==> src/rtl/string_hw_pkg.sv <==
// Shared constants, state encoding and helpers for the string accelerator
// Avalon-MM front end.
package string_hw_pkg;

  localparam logic [2:0] ADDR_A      = 3'd0;
  localparam logic [2:0] ADDR_B      = 3'd1;
  localparam logic [2:0] ADDR_CTRL   = 3'd2;
  localparam logic [2:0] ADDR_RESULT = 3'd3;
  localparam logic [2:0] ADDR_STATUS = 3'd4;
  localparam logic [2:0] ADDR_LEN    = 3'd5;

  localparam int CTRL_START_BIT = 8;
  localparam int CTRL_IRQEN_BIT = 9;

  localparam int STAT_BUSY_BIT = 0;
  localparam int STAT_DONE_BIT = 1;
  localparam int STAT_ERR_BIT  = 2;
  localparam int STAT_TO_BIT   = 3;

  localparam int LEN_A_LSB = 0;
  localparam int LEN_B_LSB = 8;

  localparam logic [2:0] OP_CMP   = 3'd0;
  localparam logic [2:0] OP_UPPER = 3'd1;
  localparam logic [2:0] OP_LOWER = 3'd2;

  localparam logic [2:0] LEN_MAX = 3'd4;

  typedef enum logic [1:0] {
    IDLE,
    ISSUE,
    DROP
  } state_t;

  // Operands hold at most four characters, so larger lengths clamp to four.
  function automatic logic [2:0] satLen(input logic [2:0] value);
    return (value > LEN_MAX) ? LEN_MAX : value;
  endfunction

endpackage

==> src/rtl/string_hw_avalon_if.sv <==
// Avalon-MM slave bus bundle between the interconnect and the string
// accelerator front end.
interface string_hw_avalon_if;

  logic [2:0]  address;
  logic        write;
  logic [31:0] writedata;
  logic        read;
  logic [31:0] readdata;
  logic        irq;

  modport slave (
    input  address,
    input  write,
    input  writedata,
    input  read,
    output readdata,
    output irq
  );

  modport master (
    output address,
    output write,
    output writedata,
    output read,
    input  readdata,
    input  irq
  );

endinterface

==> src/rtl/string_hw_watchdog.sv <==
// Go-to-done watchdog: cleared when an operation starts, counts edges while
// enabled and flags expiry on the edge that completes TIMEOUT_CYCLES.
module string_hw_watchdog #(
  parameter int TIMEOUT_CYCLES = 64
) (
  input  logic clk,
  input  logic reset,
  input  logic i_clear,
  input  logic i_count,
  output logic o_expired
);

  localparam int CW = $clog2(TIMEOUT_CYCLES + 1);
  localparam logic [CW-1:0] LAST = CW'(TIMEOUT_CYCLES - 1);

  logic [CW-1:0] r_count;

  always_ff @(posedge clk or posedge reset) begin
    if (reset) begin
      r_count <= '0;
    end else if (i_clear) begin
      r_count <= '0;
    end else if (i_count && (r_count != LAST)) begin
      r_count <= r_count + 1'b1;
    end
  end

  // r_count holds the number of edges already spent, so the current edge is the last one.
  assign o_expired = i_count && (r_count == LAST);

endmodule

==> src/rtl/string_hw_avalon.sv <==
// Avalon-MM slave front end that sequences the string accelerator's go/done
// handshake and reports completion through sticky status bits and an irq.
module string_hw_avalon
  import string_hw_pkg::*;
#(
  parameter int TIMEOUT_CYCLES = 64
) (
  input  logic               clk,
  input  logic               reset,
  string_hw_avalon_if.slave  avs,
  output logic               go,
  output logic [2:0]         index,
  output logic [31:0]        A,
  output logic [31:0]        B,
  output logic [2:0]         lengthA,
  output logic [2:0]         lengthB,
  input  logic               done,
  input  logic [31:0]        result
);

  state_t r_state;
  state_t w_nextState;

  logic [31:0] r_a;
  logic [31:0] r_b;
  logic [31:0] r_result;
  logic [31:0] r_readdata;
  logic [2:0]  r_index;
  logic [2:0]  r_lenA;
  logic [2:0]  r_lenB;
  logic        r_irqEn;
  logic        r_statDone;
  logic        r_statErr;
  logic        r_statTo;

  logic        w_busy;
  logic        w_inIssue;
  logic        w_wrA;
  logic        w_wrB;
  logic        w_wrCtrl;
  logic        w_wrLen;
  logic        w_wrStatus;
  logic        w_start;
  logic        w_startWhileBusy;
  logic        w_capture;
  logic        w_timeout;
  logic        w_dropDone;
  logic        w_expired;
  logic [31:0] w_readMux;

  // Operand, control and length writes are gated by busy so the core sees stable inputs.
  assign w_wrA            = avs.write && (avs.address == ADDR_A) && !w_busy;
  assign w_wrB            = avs.write && (avs.address == ADDR_B) && !w_busy;
  assign w_wrLen          = avs.write && (avs.address == ADDR_LEN) && !w_busy;
  assign w_wrCtrl         = avs.write && (avs.address == ADDR_CTRL);
  assign w_wrStatus       = avs.write && (avs.address == ADDR_STATUS);
  assign w_start          = w_wrCtrl && avs.writedata[CTRL_START_BIT] && !w_busy;
  assign w_startWhileBusy = w_wrCtrl && avs.writedata[CTRL_START_BIT] && w_busy;
  assign w_capture        = w_inIssue && done;
  assign w_timeout        = w_inIssue && !done && w_expired;
  assign w_dropDone       = (r_state == DROP) && !done;

  string_hw_watchdog #(
    .TIMEOUT_CYCLES(TIMEOUT_CYCLES)
  ) u_watchdog (
    .clk      (clk),
    .reset    (reset),
    .i_clear  (w_start),
    .i_count  (w_inIssue),
    .o_expired(w_expired)
  );

  always_ff @(posedge clk or posedge reset) begin
    if (reset) begin
      r_state <= IDLE;
    end else begin
      r_state <= w_nextState;
    end
  end

  always_comb begin
    w_nextState = r_state;
    unique case (r_state)
      IDLE:    if (w_start) w_nextState = ISSUE;
      ISSUE:   if (done || w_expired) w_nextState = DROP;
      DROP:    if (!done) w_nextState = IDLE;
      default: w_nextState = IDLE;
    endcase
  end

  always_comb begin
    go        = (r_state == ISSUE);
    w_inIssue = (r_state == ISSUE);
    w_busy    = (r_state != IDLE);
  end

  always_ff @(posedge clk or posedge reset) begin
    if (reset) begin
      r_a     <= '0;
      r_b     <= '0;
      r_index <= '0;
      r_irqEn <= 1'b0;
      r_lenA  <= '0;
      r_lenB  <= '0;
    end else begin
      if (w_wrA) r_a <= avs.writedata;
      if (w_wrB) r_b <= avs.writedata;
      if (w_wrCtrl && !w_busy) begin
        r_index <= avs.writedata[2:0];
        r_irqEn <= avs.writedata[CTRL_IRQEN_BIT];
      end
      if (w_wrLen) begin
        r_lenA <= satLen(avs.writedata[LEN_A_LSB +: 3]);
        r_lenB <= satLen(avs.writedata[LEN_B_LSB +: 3]);
      end
    end
  end

  always_ff @(posedge clk or posedge reset) begin
    if (reset) begin
      r_result <= '0;
    end else if (w_capture) begin
      r_result <= result;
    end
  end

  // Sticky status bits: a hardware set in the same cycle as a W1C clear wins.
  always_ff @(posedge clk or posedge reset) begin
    if (reset) begin
      r_statDone <= 1'b0;
      r_statErr  <= 1'b0;
      r_statTo   <= 1'b0;
    end else begin
      if (w_dropDone) begin
        r_statDone <= 1'b1;
      end else if (w_wrStatus && avs.writedata[STAT_DONE_BIT]) begin
        r_statDone <= 1'b0;
      end
      if (w_startWhileBusy || w_timeout) begin
        r_statErr <= 1'b1;
      end else if (w_wrStatus && avs.writedata[STAT_ERR_BIT]) begin
        r_statErr <= 1'b0;
      end
      if (w_timeout) begin
        r_statTo <= 1'b1;
      end else if (w_wrStatus && avs.writedata[STAT_TO_BIT]) begin
        r_statTo <= 1'b0;
      end
    end
  end

  always_comb begin
    w_readMux = '0;
    unique case (avs.address)
      ADDR_A:      w_readMux = r_a;
      ADDR_B:      w_readMux = r_b;
      ADDR_CTRL:   w_readMux = {22'd0, r_irqEn, 1'b0, 5'd0, r_index};
      ADDR_RESULT: w_readMux = r_result;
      ADDR_STATUS: w_readMux = {28'd0, r_statTo, r_statErr, r_statDone, w_busy};
      ADDR_LEN:    w_readMux = {21'd0, r_lenB, 5'd0, r_lenA};
      default:     w_readMux = '0;
    endcase
  end

  always_ff @(posedge clk or posedge reset) begin
    if (reset) begin
      r_readdata <= '0;
    end else if (avs.read) begin
      r_readdata <= w_readMux;
    end
  end

  assign avs.readdata = r_readdata;
  assign avs.irq      = r_irqEn & r_statDone;
  assign index        = r_index;
  assign A            = r_a;
  assign B            = r_b;
  assign lengthA      = r_lenA;
  assign lengthB      = r_lenB;

endmodule

==> src/flat_wrapper.sv <==
// flat-port wrapper written by rule: the top's interface ports become plain ports
module string_hw_avalon_flat import string_hw_pkg::*;
#(
  parameter int TIMEOUT_CYCLES = 64
)
  (clk, reset, go, index, A, B, lengthA, lengthB, done, result, avs_address, avs_write, avs_writedata, avs_read, avs_readdata, avs_irq);
  string_hw_avalon_if avs_i ();
  input  logic clk;
  input  logic reset;
  output logic go;
  output logic [2:0] index;
  output logic [31:0] A;
  output logic [31:0] B;
  output logic [2:0] lengthA;
  output logic [2:0] lengthB;
  input  logic done;
  input  logic [31:0] result;
  input wire logic [$bits(avs_i.address)-1:0] avs_address;
  input wire logic [$bits(avs_i.write)-1:0] avs_write;
  input wire logic [$bits(avs_i.writedata)-1:0] avs_writedata;
  input wire logic [$bits(avs_i.read)-1:0] avs_read;
  output wire logic [$bits(avs_i.readdata)-1:0] avs_readdata;
  output wire logic [$bits(avs_i.irq)-1:0] avs_irq;
  assign avs_i.address = avs_address;
  assign avs_i.write = avs_write;
  assign avs_i.writedata = avs_writedata;
  assign avs_i.read = avs_read;
  assign avs_readdata = avs_i.readdata;
  assign avs_irq = avs_i.irq;
  string_hw_avalon #(.TIMEOUT_CYCLES(TIMEOUT_CYCLES)) u_core (.clk(clk), .reset(reset), .avs(avs_i), .go(go), .index(index), .A(A), .B(B), .lengthA(lengthA), .lengthB(lengthB), .done(done), .result(result));
endmodule
==> config.mk <==
export PLATFORM = sky130hd
export DESIGN_NAME = string_hw_avalon_flat
export DESIGN_NICKNAME = d
export VERILOG_FILES = /design/src/rtl/string_hw_pkg.sv /design/src/rtl/string_hw_avalon_if.sv /design/src/rtl/string_hw_watchdog.sv /design/src/rtl/string_hw_avalon.sv /design/src/flat_wrapper.sv
export SDC_FILE = /design/constraint.sdc
export NUM_CORES = 1
export LEC_CHECK = 0
export BUFFER_PORTS_ARGS = -buffer_cell sky130_fd_sc_hd__buf_2
export CORE_MARGIN = 10
export CORE_UTILIZATION = 46
export CTS_CLUSTER_SIZE = 28
export DETAILED_ROUTE_END_ITERATION = 8
export PLACE_DENSITY = 0.8
export SETUP_SLACK_MARGIN = 0.15
export SLEW_MARGIN = 20
export SYNTH_ARGS = -nofsm -noshare
export SYNTH_HDL_FRONTEND = slang
export SYNTH_HIERARCHICAL = 1
export SYNTH_SLANG_ARGS = --single-unit
==> constraint.sdc <==
create_clock -name clk -period 8.66 [get_ports clk]
set_clock_uncertainty 0.15 [all_clocks]
set_input_delay 1.732 -clock clk [delete_from_list [all_inputs] [get_ports clk]]
set_output_delay 1.732 -clock clk [all_outputs]
set_load 0.05 [all_outputs]
Yosys cells after proc, flatten, opt, wreduce, memory -nomap -nowiden
Cells that the tools add are included.

Register bits: 150. Latch bits: 0. Bits in writable memories: 0. ROM bits: 0. Input bits: 72. Output and inout port bits: 107. Memories: 0.

Add/sub/neg operators: 1. Multipliers: 0. Divide/modulo/power cells: 0. Order comparisons: 2. Eq/ne operators: 12. Shifts and indexed selects: 0. Mux-type cells: 15. Bitwise logic cells: 1. Reductions and logical operators: 33.

Operators with widths (number): one-hot mux 32 bit (6 select lines) (1); logical AND 1 bit (21); two-way mux 7 bit (2); nonzero test 2 bit (5); adder 7 x 1 -> 7 bit (second input constant) (1); == test 7 x 6 -> 1 bit (second input constant) (1); != test 7 x 6 -> 1 bit (second input constant) (1); == test 3 x 2 -> 1 bit (second input constant) (2); == test 3 bit (second input constant) (2); greater-than comparator 3 bit (second input constant) (2); two-way mux 1 bit (6); two-way mux 2 bit (3); two-way mux 3 bit (2); one-hot mux 2 bit (3 select lines) (1); != test 2 bit (second input constant) (2); == test 3 x 1 -> 1 bit (second input constant) (1); logical NOT 3 bit (1); AND reduction 3 bit (1); == test 2 x 1 -> 1 bit (second input constant) (1); == test 2 bit (second input constant) (1); logical NOT 1 bit (2); logical NOT 2 bit (1); logical OR 1 bit (2); != test 2 x 1 -> 1 bit (second input constant) (1); bitwise AND 1 bit (1).

Longest topological paths before layout
Gate-level depths: netlist of the first run.

Depth in word-level cells: 6. Mapped depth: 7. Gate-level depth less buffers: 5.

Modules after synthesis
Netlist of the first run, hierarchy kept.

Modules (own cells, without submodules): string_hw_avalon (instances 1, cells an instance 468, area each 6391.1 µm², seq. area each 3578.4 µm²); string_hw_watchdog (instances 1, cells an instance 39, area each 407.9 µm², seq. area each 175.2 µm²).

Worst setup path before layout of the first run
No wires, ideal clock.

Path kind: input port to flip-flop. Start point: input port avs_address[0]. End point: register u_core.u_watchdog.r_count[0]. Setup time: 0.125 ns. Arrival: 3.152 ns. Required time: 8.385 ns. Setup slack: 5.233 ns. Cell stages on the path: 7. Buffers on the path: 2. Cell sequence: buf_2 nor3b_1 nand3_1 nor2_1 buf_1 nor2b_1 mux2_4.

Word-level cells in the longest chain between the ends: 5. Elaborated cells on any way between the ends: 6.

Ends and longest elaborated chain: from (decl) (line flat_wrapper.sv:18) `input wire logic [$bits(avs_i.address)-1:0] avs_address;`; == test 3 x 2 -> 1 bit * (line string_hw_avalon.sv:55) `assign w_wrCtrl = avs.write && (avs.address == ADDR_CTRL);`; logical AND 1 bit * (line string_hw_avalon.sv:55); logical AND 1 bit * (2 in a row) (line string_hw_avalon.sv:57) `assign w_start = w_wrCtrl && avs.writedata[CTRL_START_BIT] && !w_busy;`; net u_core.w_start (line string_hw_avalon.sv:43) `logic w_start;`; two-way mux 7 bit or nonzero test 2 bit (tied branches); to (signal assigned) (line string_hw_watchdog.sv:24) `r_count <= r_count + 1'b1;`; to (decl) (line string_hw_watchdog.sv:16) `logic [CW-1:0] r_count;`.

The timed path passes the listed nets; every way through them passes the cells marked *. A chain may end at the register's enable or synchronous reset.

Final worst setup path of the first run
Start point: input port avs_address[1]. End point: register u_core.r_a[31] (netlist: u_core/A[31]).

Word-level cells in the longest chain between the ends: 3.

Ends and longest elaborated chain: logical NOT 3 bit (line string_hw_avalon.sv:52) `assign w_wrA = avs.write && (avs.address == ADDR_A) && !w_busy;`; logical AND 1 bit (2 in a row) (line string_hw_avalon.sv:52); to (signal assigned) (line string_hw_avalon.sv:106) `if (w_wrA) r_a <= avs.writedata;`; to (decl) (line string_hw_avalon.sv:24) `logic [31:0] r_a;`.

Every way passes these cells.

==> results of run 1 <==
-- worst register-to-register path: stages (launching register included) --
cell	delay, ns
dfrtp_1	0.41
nor2b_1	0.58
nand2_2	0.74
mux2_2	0.54
-- path summary, 6_finish.rpt --
kind,slack [ns],endpoint,cells after the start
max in group asynchronous,5.71,u_core/r_result[4]$_DFFE_PP0P_,3
min reg2reg,0.34,u_core/avs.readdata[10]$_DFFE_PP0P_,1
max,4.61,u_core/A[31]$_DFFE_PP0P_,4
max reg2reg,6.11,u_core/r_result[27]$_DFFE_PP0P_,3
min,0.34,u_core/avs.readdata[10]$_DFFE_PP0P_,1
min in group asynchronous,1.13,u_core/u_watchdog/r_count[1]$_DFFE_PP0P_,2
-- report_power, final --
| group | total [mW] | switching (mW) | internal [mW] |
|---|---|---|---|
| Combinational | 0.853 | 0.567 | 0.286 |
| Sequential | 0.988 | 0.123 | 0.865 |
| Clock | 0.698 | 0.276 | 0.422 |
| Total | 2.54 | 0.966 | 1.57 |
-- logic make-up after synthesis --
family	share of synthesized area, %
flops	55.21
compound gates	10.20
simple gates	5.005
fa+ha+maj	0.1840
mux	25.03
buf+inv	4.380
-- cells in the final DEF (no fill, tap or decap), types with 3 or more instances in the layout --
master and instances:
mux2_4 45, nand2_1 11, a2bb2oi_1 3, buf_2 178, o21ai_0 9, mux2_2 83
dfrtp_1 150, nand2b_1 6, a31oi_1 3, nor3b_1 3, mux2i_1 8, a21oi_1 5
a22oi_1 28, nor2_1 11, nor2b_1 6, nand4_1 5, a211oi_1 3, clkbuf_8 4
nand3_1 3, inv_1 32, clkbuf_16 17, o221ai_1 3, o22ai_1 25, o41ai_1 4
clkinv_2 6
-- sequential cells by signal, summed over array words and instances (netlist names) --
signal and count:
u_core/r_irqEn 1, u_core/r_statTo 1, u_core/index 3, u_core/u_watchdog/r_count 7, u_core/lengthA 3, u_core/avs.readdata 32, u_core/r_statErr 1, u_core/r_state 2
u_core/A 32, u_core/r_statDone 1, u_core/lengthB 3, u_core/B 32, u_core/r_result 32
-- metrics by stage --
stage | hold slack, ns | area [µm²] | total power, mW | std cells | utilization (%)
after floorplan | 0.3055 | 6799 | 1.624 | 507 | -
after global placement | 0.3131 | 7769 | 1.823 | 839 | 53.45
after detailed placement | 0.3345 | 7769 | 1.856 | 839 | 53.45
after CTS | 0.3495 | 8332 | 2.558 | 871 | 57.33
after global routing | 0.3661 | 8332 | 2.653 | 871 | 57.33
final | 0.3401 | 8332 | 2.540 | 871 | 57.33
-- routing by layer --
layer / track usage [%] / routed length [µm]
met3: 6.142 / 1536
met5: 0 / 0
met4: 6.079 / 218
met1: 22.40 / 7564
met2: 29.65 / 9239
-- layout make-up --
cell class | instances | area share (%)
clock buffers | 23 | 5.857
well taps | 184 | 2.763
clock inverters | 9 | 0.9010
repair buffers | 179 | 10.78
inverters | 33 | 1.547
flip-flops and latches | 150 | 45.05
multi-input cells | 293 | 33.10
==> summary.txt, run 1 <==
CTS
  • CTS Buf Count: 17
  • Clock slew at the register clock pins of the worst setup and hold paths: 0.06 ns
  • Clock Path Buffers: 2
  • Clk sink count: 150
  • Clk root buf: clkbuf_16
  • Skew-Pair Late Insertion Delay: 0.42 ns
  • # Post-CTS Setup Buffers: 0
  • Post-CTS sizing: 0
  • Number of hold buffers added after cts: 0
  • CTS tree: done
  • H-Tree Depth: 4

Power and ir drop
  • Static Leakage: 4.152 nW
  • Worst VDD drop: 0.1612 mV
  • PD cells: 304.8 nW/µm²

Die
  • Num ports: 179
  • Die width: 141.6 µm
  • Initial Util: 46.78%
  • FP Rows: 44
  • Full die area: 20040 µm²
  • Die H: 141.6 µm
  • Core area: 14530 µm²

Cells and area
  • Layout area overhead: 22.54%
  • Multi-input gate area: 2758 µm²
  • Fillers: 1175
  • Nets: 747
  • Layout cell share with drive strength beyond 1: 50.95%
  • Antenna Cells: 0
  • FF/Latch Area: 3754 µm²

Worst setup path
  • Critical path startpoint category: primary input
  • Required @ worst endpoint: 8.81 ns
  • Max incr delay on CP: 0.88 ns
  • Worst path cell trace: buf_2 -> nor2_4 -> nand2_4 -> mux2_4
  • Worst r2r src: u_core/r_state[1]$_DFFE_PP0P_
  • Family with the most delay on the worst path: simple AND/OR/NAND/NOR gates
  • Setup crit end kind: register
  • Buf/Inv on CP: 1
  • Critical path fanouts, max: 38
  • Kind of critical path: in -> reg
  • CP max stage cell: nor2_4
  • Crit path DAT: 4.20 ns
  • Critical Path Start: avs_address[1]

Timing
  • RSZ-0062 raised after global routing: false
  • Relative slew slack: 24.54%
  • Final WS setup: 4.607 ns
  • Final Cycle Share: 46.80%
  • Final-report hold violation count: 0
  • Max Clk Rate: 246.7 MHz
  • Worst Max-Slew Pin Slew: 1.132 ns
  • Tmin final: 4.053 ns
  • Final setup fails: 0
  • Slew Limit Fails: 0
  • Setup TNS: 0 ns

Worst hold path
  • HP Class: reg -> reg
  • HP Start: u_core/avs.readdata[10]$_DFFE_PP0P_

Logic synthesis
  • Synth unique cells: 49
  • Syn nets: 580
  • Yosys warns: 6
  • Cell Area, Synth: 6799 µm²
  • Most common cell in the netlist: dfrtp_1
  • Yosys top cell by area: dfrtp_1
  • Synth async-reset ratio: 100.0%
  • Ys flop type: dfrtp_1
  • Synthesized instance count: 507
  • Syn_area_per_cell: 13.41 µm²
  • Sequential area share after synthesis: 55.21%
  • Top-area cell type share of the netlist area: 55.21%
  • Top cells by area, synth: dfrtp_1 55%, mux2_2 14%, mux2_4 9.9%
  • Count of flip-flops with a built-in enable after synthesis: 0
  • #FFs+latches synth: 150
  • Most instantiated cells after synthesis: 150 x dfrtp_1, 83 x mux2_2, 45 x mux2_4

Routing
  • Initial DRC count: 396
  • Drt total wl: 18560 µm
  • DR vias: 4930
  • TritonRoute pass-1 iters: 5
  • Vias per inst: 5.660
  • DRC viols: 0
  • Antenna-violating nets left: 0
  • Routed len/inst: 21.31 µm

Global routing
  • Largest net degree at the start of global routing: 78
  • First-pass GRT wire length: 29300 µm
  • Global-route usage over all layers: 18.30%
  • Total grt overflow: 0
  • Vias in the first global route: 5323
  • Initial antenna violation count: 1

Run status
  • Status: completed

Place
  • Post-DP HPWL: 12830 µm
  • Minimum setup slack after placement: 4.188 ns
  • Routability cong.: 0.8130
  • PortBufs: 178

Flow run
  • Max Cap Viol: 0
Note: power is estimated with default switching activity, not from simulation.
==> run 2: changes to the inputs <==
clock period = 3.8 ns   (was 8.66 ns; I/O delays follow)
==> summary.txt, run 2 (synthesized netlist as in run 1, its figures left out) <==
Power and ir drop
  • Sw Pwr: 2.206 mW
  • PD cells: 705.6 nW/µm²
  • Reg power frac: 37.9%
  • Worst VDD drop: 0.3601 mV
  • Internal cell power: 3.762 mW
  • Switching Share: 36.97%
  • Clk network pwr share: 29.6%
  • Static Leakage: 4.218 nW
  • Logic pwr share: 32.6%

Global routing
  • Largest net degree at the start of global routing: 82
  • Total grt overflow: 0
  • First-pass GRT wire length: 30090 µm
  • Global-route usage over all layers: 18.87%
  • Initial antenna violation count: 0
  • Vias in the first global route: 5503

Routing
  • TritonRoute pass-1 iters: 4
  • Vias per inst: 5.575
  • DR vias: 4900
  • Drt total wl: 19030 µm
  • DRC viols: 0
  • Routed len/inst: 21.65 µm
  • Antenna-violating nets left: 0
  • Initial DRC count: 329

Cells and area
  • Multi-input gate area: 2758 µm²
  • Nets: 755
  • Layout cell share with drive strength beyond 1: 51.22%
  • Final Non-Filler Cells: 879
  • Fillers: 1200
  • Commonest non-fill, non-tap cell in the layout: buf_2
  • Layout area overhead: 24.38%
  • Antenna Cells: 0
  • FF/Latch Area: 3754 µm²
  • Commonest non-fill, non-tap cells in the layout: 178 x buf_2, 150 x dfrtp_1, 83 x mux2_2

Place
  • Routability cong.: 0.8327
  • Placed Cells incl. Taps: 847
  • Post-DP HPWL: 13140 µm
  • PortBufs: 178

Timing
  • Worst Max-Slew Pin Slew: 1.047 ns
  • Max Clk Rate: 375.8 MHz
  • Final-report hold violation count: 0
  • RSZ-0062 raised after global routing: false
  • Setup TNS: 0 ns
  • Relative slew slack: 29.95%
  • Slew Limit Fails: 0
  • Final Cycle Share: 70.02%
  • Tmin final: 2.661 ns
  • Final setup fails: 0

Worst setup path
  • Max incr delay on CP: 0.63 ns
  • Family with the most delay on the worst path: simple AND/OR/NAND/NOR gates
  • Worst path cell trace: buf_2 -> nor3b_1 -> nand3_1 -> nor2_1 -> nor2b_1 -> mux2_4
  • Critical path fanouts, max: 23
  • Required @ worst endpoint: 3.94 ns
  • Buf/Inv on CP: 1
  • Crit path DAT: 2.80 ns
  • Kind of critical path: in -> reg
  • Critical path startpoint category: primary input
  • CP max stage cell: nor2_1
  • Setup crit end kind: register

Run status
  • Status: completed

CTS
  • Skew-Pair Late Insertion Delay: 0.41 ns
  • Clk sink count: 150
  • Clk root buf: clkbuf_16
  • H-Tree Depth: 4
  • Clock Path Buffers: 2
  • Number of hold buffers added after cts: 0
  • Post-CTS sizing: 0
  • # Post-CTS Setup Buffers: 0
  • CTS tree: done
  • Clock slew at the register clock pins of the worst setup and hold paths: 0.06 ns
  • CTS Buf Count: 17

Die
  • Die width: 141.6 µm
  • Die H: 141.6 µm
  • Num ports: 179
  • Initial Util: 46.78%
  • FP Rows: 44
  • Core area: 14530 µm²
  • Full die area: 20040 µm²

Worst hold path
  • HP Class: in -> async

Flow run
  • Max Cap Viol: 0
-- run 2: cell count changes in the layout (fill, tap and decap cells not counted), sizes merged --
cell      previous run  this run
buf                179       187
bufinv               1         4
clkinv               6         5
clkinvlp             2         1
inv                 33        32
-- run 2: path summary, 6_finish.rpt --
| check | from | to | slack [ns] | cells after the start |
|---|---|---|---|---|
| worst max-delay path | avs_address[2] | u_core/u_watchdog/r_count[5]$_DFFE_PP0P_ | 1.14 | 6 |
| worst min register to register | u_core/avs.readdata[8]$_DFFE_PP0P_ | u_core/avs.readdata[8]$_DFFE_PP0P_ | 0.33 | 1 |
| worst max register to register | u_core/r_state[0]$_DFFE_PP0P_ | u_core/A[20]$_DFFE_PP0P_ | 1.45 | 4 |
| max in group asynchronous | reset | u_core/avs.readdata[22]$_DFFE_PP0P_ | 2.48 | 3 |
| min in group clk | u_core/avs.readdata[8]$_DFFE_PP0P_ | u_core/avs.readdata[8]$_DFFE_PP0P_ | 0.33 | 1 |
| worst min-delay path | reset | u_core/u_watchdog/r_count[6]$_DFFE_PP0P_ | 0.16 | 2 |
-- run 2: worst reg2reg max path, cell delays in order (launching register included) --
cell and delay, ns:
dfrtp_1 0.40, or3b_1 0.59, nor2_8 0.20, nand2_4 0.41, mux2_4 0.48
-- run 2: layout make-up --
type	instances	share of cell area, %
inverters	33	1.509
repair buffers	187	11.48
flip-flops and latches	150	44.39
multi-input cells	293	32.61
well taps	184	2.722
clock inverters	9	1.761
clock buffers	23	5.533
-- run 2: per-layer routing --
| layer | vias up | GRT usage [%] | part of all wire [%] |
|---|---|---|---|
| li1 | 2189 | - | - |
| met4 | 0 | 5.272 | 0.98 |
| met1 | 2527 | 22.55 | 41 |
| met2 | 166 | 32.11 | 51 |
| met5 | - | 0 | 0 |
| met3 | 18 | 5.741 | 7.1 |
-- run 2: through the flow --
| stage | area [µm²] | util (%) | hold slack, ns | worst slack, ns | total power, mW |
|---|---|---|---|---|---|
| floorplan | 6803 | - | 0.3055 | 1.099 | 3.702 |
| global placement | 7840 | 53.94 | 0.3209 | 0.9204 | 4.167 |
| detailed placement | 7840 | 53.94 | 0.3160 | 0.8159 | 4.235 |
| CTS | 8457 | 58.19 | 0.1446 | 1.236 | 6.009 |
| global route | 8457 | 58.19 | 0.1645 | 1.060 | 6.217 |
| finish | 8457 | 58.19 | 0.1563 | 1.139 | 5.967 |
-- run 2: power by group through the flow --
| stage | Clock (mW) | Sequential [mW] | Combinational (mW) |
|---|---|---|---|
| floorplan | 0 | 3.03 | 0.672 |
| global placement | 0 | 2.25 | 1.92 |
| detailed placement | 0 | 2.28 | 1.96 |
| CTS | 1.79 | 2.26 | 1.96 |
| global route | 1.86 | 2.31 | 2.05 |
| finish | 1.76 | 2.26 | 1.94 |
